--- config.mk ---
export PLATFORM = sky130hd
export DESIGN_NAME = rs_dispatch_scheduler
export DESIGN_NICKNAME = d
export VERILOG_FILES = /design/src/rtl/tomasulo_pkg.sv /design/src/rtl/oldest_ready_picker.sv /design/src/rtl/rs_dispatch_scheduler.sv
export SDC_FILE = /design/constraint.sdc
export NUM_CORES = 1
export LEC_CHECK = 0
export CORE_MARGIN = 1.5
export CORE_UTILIZATION = 35
export CTS_CLUSTER_SIZE = 14
export DETAILED_ROUTE_END_ITERATION = 8
export PLACE_DENSITY_LB_ADDON = 0.25
export SETUP_SLACK_MARGIN = 0.5
export SLEW_MARGIN = 25
export SYNTH_ARGS = -nofsm -noshare
export SYNTH_HDL_FRONTEND = slang
export SYNTH_SLANG_ARGS = --single-unit
--- constraint.sdc ---
create_clock -name clock -period 13.3 [get_ports clock]
set_input_delay 2.66 -clock clock [delete_from_list [all_inputs] [get_ports clock]]
set_output_delay 2.66 -clock clock [all_outputs]
set_load 0.005 [all_outputs]
--- src/rtl/tomasulo_pkg.sv ---
// Shared types and constants for the Tomasulo reservation-station dispatch logic.
package tomasulo_pkg;
   localparam int ENTRIES = 4;
   localparam int POS_W   = 2;

   typedef enum logic [1:0] {
      ST_FREE   = 2'd0,
      ST_WAIT   = 2'd1,
      ST_ISSUED = 2'd2
   } entry_state_t;

   typedef enum logic {
      U_IDLE = 1'b0,
      U_BUSY = 1'b1
   } unit_state_t;

   localparam logic CLS_SUMSUB = 1'b0;
   localparam logic CLS_LDSD   = 1'b1;

   function automatic logic [POS_W-1:0] onehotToPos(input logic [ENTRIES-1:0] oneHot);
      logic [POS_W-1:0] pos;
      pos = '0;
      for (int i = 0; i < ENTRIES; i++) begin
         if (oneHot[i]) pos = pos | POS_W'(i);
      end
      return pos;
   endfunction
endpackage

--- src/rtl/oldest_ready_picker.sv ---
// Grants the oldest candidate: i_age[a][b] set means position a is older than b.
module oldest_ready_picker #(
   parameter int N = 4
) (
   input  logic [N-1:0][N-1:0] i_age,
   input  logic [N-1:0]        i_cand,
   output logic [N-1:0]        o_grant,
   output logic                o_valid
);

   // A candidate wins when no other candidate is older; the diagonal is always clear.
   always_comb begin
      for (int i = 0; i < N; i++) begin
         o_grant[i] = i_cand[i];
         for (int j = 0; j < N; j++) begin
            if (i_cand[j] && i_age[j][i]) o_grant[i] = 1'b0;
         end
      end
   end

   assign o_valid = |i_cand;

endmodule

--- src/rtl/rs_dispatch_scheduler.sv ---
// Tracks reservation-station entries and dispatches the oldest ready entry to each ULA.
module rs_dispatch_scheduler
   import tomasulo_pkg::entry_state_t, tomasulo_pkg::unit_state_t,
          tomasulo_pkg::ST_FREE, tomasulo_pkg::ST_WAIT, tomasulo_pkg::ST_ISSUED,
          tomasulo_pkg::U_IDLE, tomasulo_pkg::U_BUSY,
          tomasulo_pkg::CLS_SUMSUB, tomasulo_pkg::CLS_LDSD,
          tomasulo_pkg::onehotToPos;
#(
   parameter int ENTRIES = tomasulo_pkg::ENTRIES,
   parameter int POS_W   = tomasulo_pkg::POS_W
) (
   input  logic                           clock,
   input  logic                           reset,
   input  logic                           alloc_valid,
   input  logic [POS_W-1:0]               alloc_pos,
   input  logic                           alloc_ldsd,
   input  logic [ENTRIES-1:0]             entry_ready,
   input  logic                           sumsub_done,
   input  logic                           ldsd_done,
   output logic                           issue_sumsub,
   output logic [POS_W-1:0]               issue_sumsub_pos,
   output logic                           issue_ldsd,
   output logic [POS_W-1:0]               issue_ldsd_pos,
   output logic [ENTRIES-1:0]             free_mask,
   output logic [$clog2(ENTRIES+1)-1:0]   occupancy,
   output logic                           rs_full,
   output logic                           sched_err
);

   localparam int OCC_W = $clog2(ENTRIES + 1);

   entry_state_t                 r_state [ENTRIES];
   logic [ENTRIES-1:0]           r_cls;
   logic [ENTRIES-1:0][ENTRIES-1:0] r_age;
   unit_state_t                  r_ssState, r_ldState;
   logic [POS_W-1:0]             r_ssPos, r_ldPos;
   logic                         r_issueSs, r_issueLd;
   logic [POS_W-1:0]             r_issueSsPos, r_issueLdPos;
   logic [ENTRIES-1:0]           r_freeMask;
   logic [OCC_W-1:0]             r_occ;
   logic                         r_full, r_err;

   logic [ENTRIES-1:0]           w_ssCand, w_ldCand, w_ssGrant, w_ldGrant;
   logic                         w_ssValid, w_ldValid;
   logic                         w_ssDispatch, w_ldDispatch, w_ssDone, w_ldDone, w_allocOk;
   logic [POS_W-1:0]             w_ssGrantPos, w_ldGrantPos;
   entry_state_t                 w_nextState [ENTRIES];
   logic [ENTRIES-1:0]           w_freeMask;
   logic [OCC_W-1:0]             w_nextOcc;

   // Ready bits only count for waiting entries of the unit's own class.
   always_comb begin
      for (int i = 0; i < ENTRIES; i++) begin
         w_ssCand[i] = (r_state[i] == ST_WAIT) && (r_cls[i] == CLS_SUMSUB) && entry_ready[i];
         w_ldCand[i] = (r_state[i] == ST_WAIT) && (r_cls[i] == CLS_LDSD) && entry_ready[i];
      end
   end

   oldest_ready_picker #(.N(ENTRIES)) u_ssPicker (
      .i_age(r_age), .i_cand(w_ssCand), .o_grant(w_ssGrant), .o_valid(w_ssValid)
   );

   oldest_ready_picker #(.N(ENTRIES)) u_ldPicker (
      .i_age(r_age), .i_cand(w_ldCand), .o_grant(w_ldGrant), .o_valid(w_ldValid)
   );

   assign w_ssGrantPos = onehotToPos(w_ssGrant);
   assign w_ldGrantPos = onehotToPos(w_ldGrant);
   assign w_ssDispatch = (r_ssState == U_IDLE) && w_ssValid;
   assign w_ldDispatch = (r_ldState == U_IDLE) && w_ldValid;
   assign w_ssDone     = sumsub_done && (r_ssState == U_BUSY);
   assign w_ldDone     = ldsd_done && (r_ldState == U_BUSY);
   assign w_allocOk    = alloc_valid && (r_state[alloc_pos] == ST_FREE);

   // Dispatch, release and allocation always touch distinct positions in one cycle.
   always_comb begin
      w_nextState = r_state;
      w_freeMask  = '0;
      if (w_ssDispatch) w_nextState[w_ssGrantPos] = ST_ISSUED;
      if (w_ldDispatch) w_nextState[w_ldGrantPos] = ST_ISSUED;
      if (w_ssDone) begin
         w_nextState[r_ssPos] = ST_FREE;
         w_freeMask[r_ssPos]  = 1'b1;
      end
      if (w_ldDone) begin
         w_nextState[r_ldPos] = ST_FREE;
         w_freeMask[r_ldPos]  = 1'b1;
      end
      if (w_allocOk) w_nextState[alloc_pos] = ST_WAIT;
      w_nextOcc = '0;
      for (int i = 0; i < ENTRIES; i++) begin
         if (w_nextState[i] != ST_FREE) w_nextOcc = w_nextOcc + OCC_W'(1);
      end
   end

   always_ff @(posedge clock) begin
      if (reset) begin
         for (int i = 0; i < ENTRIES; i++) r_state[i] <= ST_FREE;
         r_cls        <= '0;
         r_age        <= '0;
         r_ssState    <= U_IDLE;
         r_ldState    <= U_IDLE;
         r_ssPos      <= '0;
         r_ldPos      <= '0;
         r_issueSs    <= 1'b0;
         r_issueLd    <= 1'b0;
         r_issueSsPos <= '0;
         r_issueLdPos <= '0;
         r_freeMask   <= '0;
         r_occ        <= '0;
         r_full       <= 1'b0;
         r_err        <= 1'b0;
      end else begin
         r_state <= w_nextState;
         // New entry is younger than every occupied one; its own row starts clear.
         if (w_allocOk) begin
            r_cls[alloc_pos] <= alloc_ldsd;
            for (int j = 0; j < ENTRIES; j++) begin
               r_age[alloc_pos][j] <= 1'b0;
               r_age[j][alloc_pos] <= (r_state[j] != ST_FREE);
            end
         end
         if (w_ssDispatch) begin
            r_ssState <= U_BUSY;
            r_ssPos   <= w_ssGrantPos;
         end else if (w_ssDone) begin
            r_ssState <= U_IDLE;
         end
         if (w_ldDispatch) begin
            r_ldState <= U_BUSY;
            r_ldPos   <= w_ldGrantPos;
         end else if (w_ldDone) begin
            r_ldState <= U_IDLE;
         end
         r_issueSs    <= w_ssDispatch;
         r_issueLd    <= w_ldDispatch;
         r_issueSsPos <= w_ssDispatch ? w_ssGrantPos : '0;
         r_issueLdPos <= w_ldDispatch ? w_ldGrantPos : '0;
         r_freeMask   <= w_freeMask;
         r_occ        <= w_nextOcc;
         r_full       <= (w_nextOcc == OCC_W'(ENTRIES));
         r_err        <= r_err | (alloc_valid && !w_allocOk)
                               | (sumsub_done && (r_ssState == U_IDLE))
                               | (ldsd_done && (r_ldState == U_IDLE));
      end
   end

   assign issue_sumsub     = r_issueSs;
   assign issue_sumsub_pos = r_issueSsPos;
   assign issue_ldsd       = r_issueLd;
   assign issue_ldsd_pos   = r_issueLdPos;
   assign free_mask        = r_freeMask;
   assign occupancy        = r_occ;
   assign rs_full          = r_full;
   assign sched_err        = r_err;

endmodule
==> results.cfg <==
[synthesis]
ys_ff_latch = 45
synth-edff-count = 0
syn-instance-count = 270
ys_warn_count = 0
syn_nets = 285
syn_avg_cell_area_um2 = 8.79
async_flop_share_pct = 0
synth_cell_type_count = 58
synthFlopType = dfxtp_1
netlist_area_um2 = 2370
ys_seq_area_share_pct = 38.0

[clock_network]
cts_resized = 0
cts_tree = yes
h-tree-depth = 2
clk_latency_ns = 0.30
cts_setup_buffers = 0
cts_made_buffers = 5
clockBufferDepth = 2
hold_buffers = 0
clkTransAtPathRegs_ns = 0.09
clock_sinks = 45
cts_root_buf = clkbuf_8

[power_and_ir_drop]
pwr_density_cell_nw_per_um2 = 117
leakagePower_nw = 1.03
ir_drop_uv = 60.0

[layout]
nets = 308
diodes = 0
final_common_cell = dfxtp_1
final_cell_mix = 45 x dfxtp_1, 35 x nor2_1, 26 x clkdlybuf4s50_1
syn_to_final_growth_pct = 18.2
final_layout_size_suffix_gt1_share_pct = 7.14

[min_path]
hold_class = reg -> reg
worst_hold_path.endpoint = r_cls[1]
whs_path_depth = 2
hp-start = r_cls[1]

[die]
die_height_um = 85.4
fp-row-count = 29
initial_core_util_pct = 36.7
dieArea_um2 = 7280
core_um2 = 6460
ios = 27
fp.dieW_um = 85.4

[drt]
firstDrtPassIters = 6
drc = 3
avgViaCountPerCell = 5.62
wl_um = 6300
postRouteAntennaNets = 0
vias = 2085
drt_iter0_markers = 81
routedWlPerCell_um = 17.0

[setup_path]
r2r_slack_ns = 8.57
crit_slowest_cell = nor4b_1
crit_chain = clkdlybuf4s50_1 -> and4bb_2 -> nor4_1 -> nor2_1 -> nand3_1 -> o22ai_1 -> or3_1 -> a21o_1 -> ha_1 -> xor2_1 -> ha_1 -> nor2_1 -> nor4b_1 -> nor4b_1 -> and2_1 -> a2111oi_4 -> o211ai_1 -> a21oi_1
reg2regPathDepth = 17
crit_fanout = 8
crit_path_start_kind = primary input
worst_setup_path_end_kind = flip-flop
r2r_start = r_state[7]
worstPathArrival_ns = 7.21
required_ns = 13.48
crit_family = simple AND/OR/NAND/NOR gates
critical_path_class = in -> reg
cp_slowest_stage_delay_ns = 0.68
timing.rr.end = rs_full
critPathBufInv = 1

[run_status]
violations = DRC
status = finished with violations

[global_route]
grt_usage_pct = 18.3
grt_pass1_vias = 1938
grt_use_met3_pct = 3.02
antenna_found_initial = 0
grt-ovfl-total = 0
grt_max_degree = 46
grt_util_met1_pct = 26.8
grt-busiest-layer = met2
grt_pass1_wl_um = 10400
grtUsageMet2_pct = 28.4

[sta]
post-route-period-util_pct = 52.8
hold_ws_ns = 0.475
slew_violations = 0
finalHoldViolCount = 0
worst_slew_pin_slew_ns = 1.03
layout_min_cycle_time_ns = 7.03
rsz0062_at_grt = false
maxSlewHeadroom_pct = 30.7
skew_ns = 0.00496
max_freq_mhz = 142
setup_violations = 0
finalSetupTns_ns = 0

[job]
drv_cap = 0

[placement]
io_buffers = 26
post-dp-hpwl_um = 4750
gp_congestion = 0.914
where the power goes:
part           total (mW)  internal [mW]  switching (mW)
registers           0.145          0.140         0.00462
clock network       0.123         0.0747          0.0480
logic              0.0611         0.0278          0.0333
layer usage:
layer	up-vias	share of wire (%)
met4	0	0.94
met1	990	51
met3	6	3.4
met5	-	0
li1	1050	-
met2	39	45
synthesized netlist by cell type, types with 2 or more instances:
| library cell | number | area share, % |
|---|---|---|
| or3_1 | 3 | 0.79 |
| or2_1 | 2 | 0.53 |
| nand3_1 | 4 | 0.84 |
| and4b_1 | 6 | 2.5 |
| nand2_1 | 24 | 3.8 |
| a31oi_1 | 3 | 0.79 |
| and4bb_2 | 4 | 2.1 |
| dfxtp_1 | 45 | 38 |
| o311a_1 | 2 | 0.84 |
| nor2_1 | 35 | 5.5 |
| ha_1 | 3 | 1.6 |
| a211oi_1 | 6 | 1.9 |
| nor3_1 | 5 | 1.1 |
| nor2b_1 | 5 | 1.3 |
| a221oi_1 | 2 | 0.74 |
| clkbuf_1 | 6 | 0.95 |
| buf_6 | 3 | 1.4 |
| nor4_1 | 3 | 0.79 |
| o21ai_0 | 7 | 1.5 |
| o22ai_1 | 3 | 0.79 |
| and2_1 | 11 | 2.9 |
| o211ai_1 | 2 | 0.63 |
| buf_2 | 2 | 0.42 |
| a21oi_1 | 13 | 2.7 |
| a22oi_1 | 6 | 1.9 |
| nor4b_1 | 4 | 1.5 |
| nand2b_1 | 4 | 1.1 |
| a32oi_1 | 2 | 0.74 |
| inv_1 | 9 | 1.4 |
| o211a_1 | 2 | 0.84 |
| a2111oi_0 | 2 | 0.74 |
| mux2i_1 | 5 | 2.1 |
| nand4b_1 | 10 | 3.7 |
| o21a_1 | 3 | 0.95 |
final cells by class:
class | count | area (µm²)
Inverter | 9 | 33.8
Multi-Input combinational cell | 205 | 1370
Clock inverter | 3 | 65.1
Fill cell | 658 | 3650
Clock buffer | 5 | 68.8
Timing Repair Buffer | 27 | 268
Tap cell | 77 | 96.3
Sequential cell | 45 | 901
logic make-up after synthesis:
family	synth area share (%)
XOR/XNOR	0.369
AND/OR/NAND/NOR	31.9
flip-flops	38.0
AO/OA/AOI/OAI	20.2
multiplexers	3.69
buffers and inverters	4.22
adder cells (fa/ha/maj)	1.58
registers in the layout, indices dropped and copies added (netlist names), 2 cells and up, named ones only:
| name | count |
|---|---|
| r_age | 9 |
| r_state | 8 |
| free_mask | 4 |
| r_cls | 4 |
| occupancy | 3 |
| issue_ldsd_pos | 2 |
| issue_sumsub_pos | 2 |
| r_ldPos | 2 |
| r_ssPos | 2 |
worst min-delay path, cell delays in order (launching register included):
cell and delay, ns:
dfxtp_1 0.33, nand2_1 0.05, a21oi_1 0.05
metrics by stage:
step | utilization [%] | std cells | instance area, µm² | setup slack [ns] | total power, mW
after global placement | 41.4 | 363 | 2670 | 6.05 | 0.209
after detailed placement | 41.4 | 363 | 2670 | 6.00 | 0.209
after floorplan | - | 270 | 2370 | 6.82 | 0.191
final | 43.4 | 371 | 2810 | 6.27 | 0.329
after CTS | 43.4 | 371 | 2810 | 6.30 | 0.332
after global routing | 43.4 | 371 | 2810 | 5.83 | 0.346
worst max path at each step:
stage,from,to,slack (ns),cells after the start
3_5_place_dp,entry_ready[3],rs_full,6.00,18
2_1_floorplan,entry_ready[3],rs_full,6.82,17
5_1_grt,entry_ready[0],rs_full,5.83,18
3_3_place_gp,entry_ready[3],rs_full,6.05,18
4_1_cts,entry_ready[3],rs_full,6.30,18
6_report,entry_ready[3],rs_full,6.27,18
Note: power is estimated with default switching activity, not from simulation.
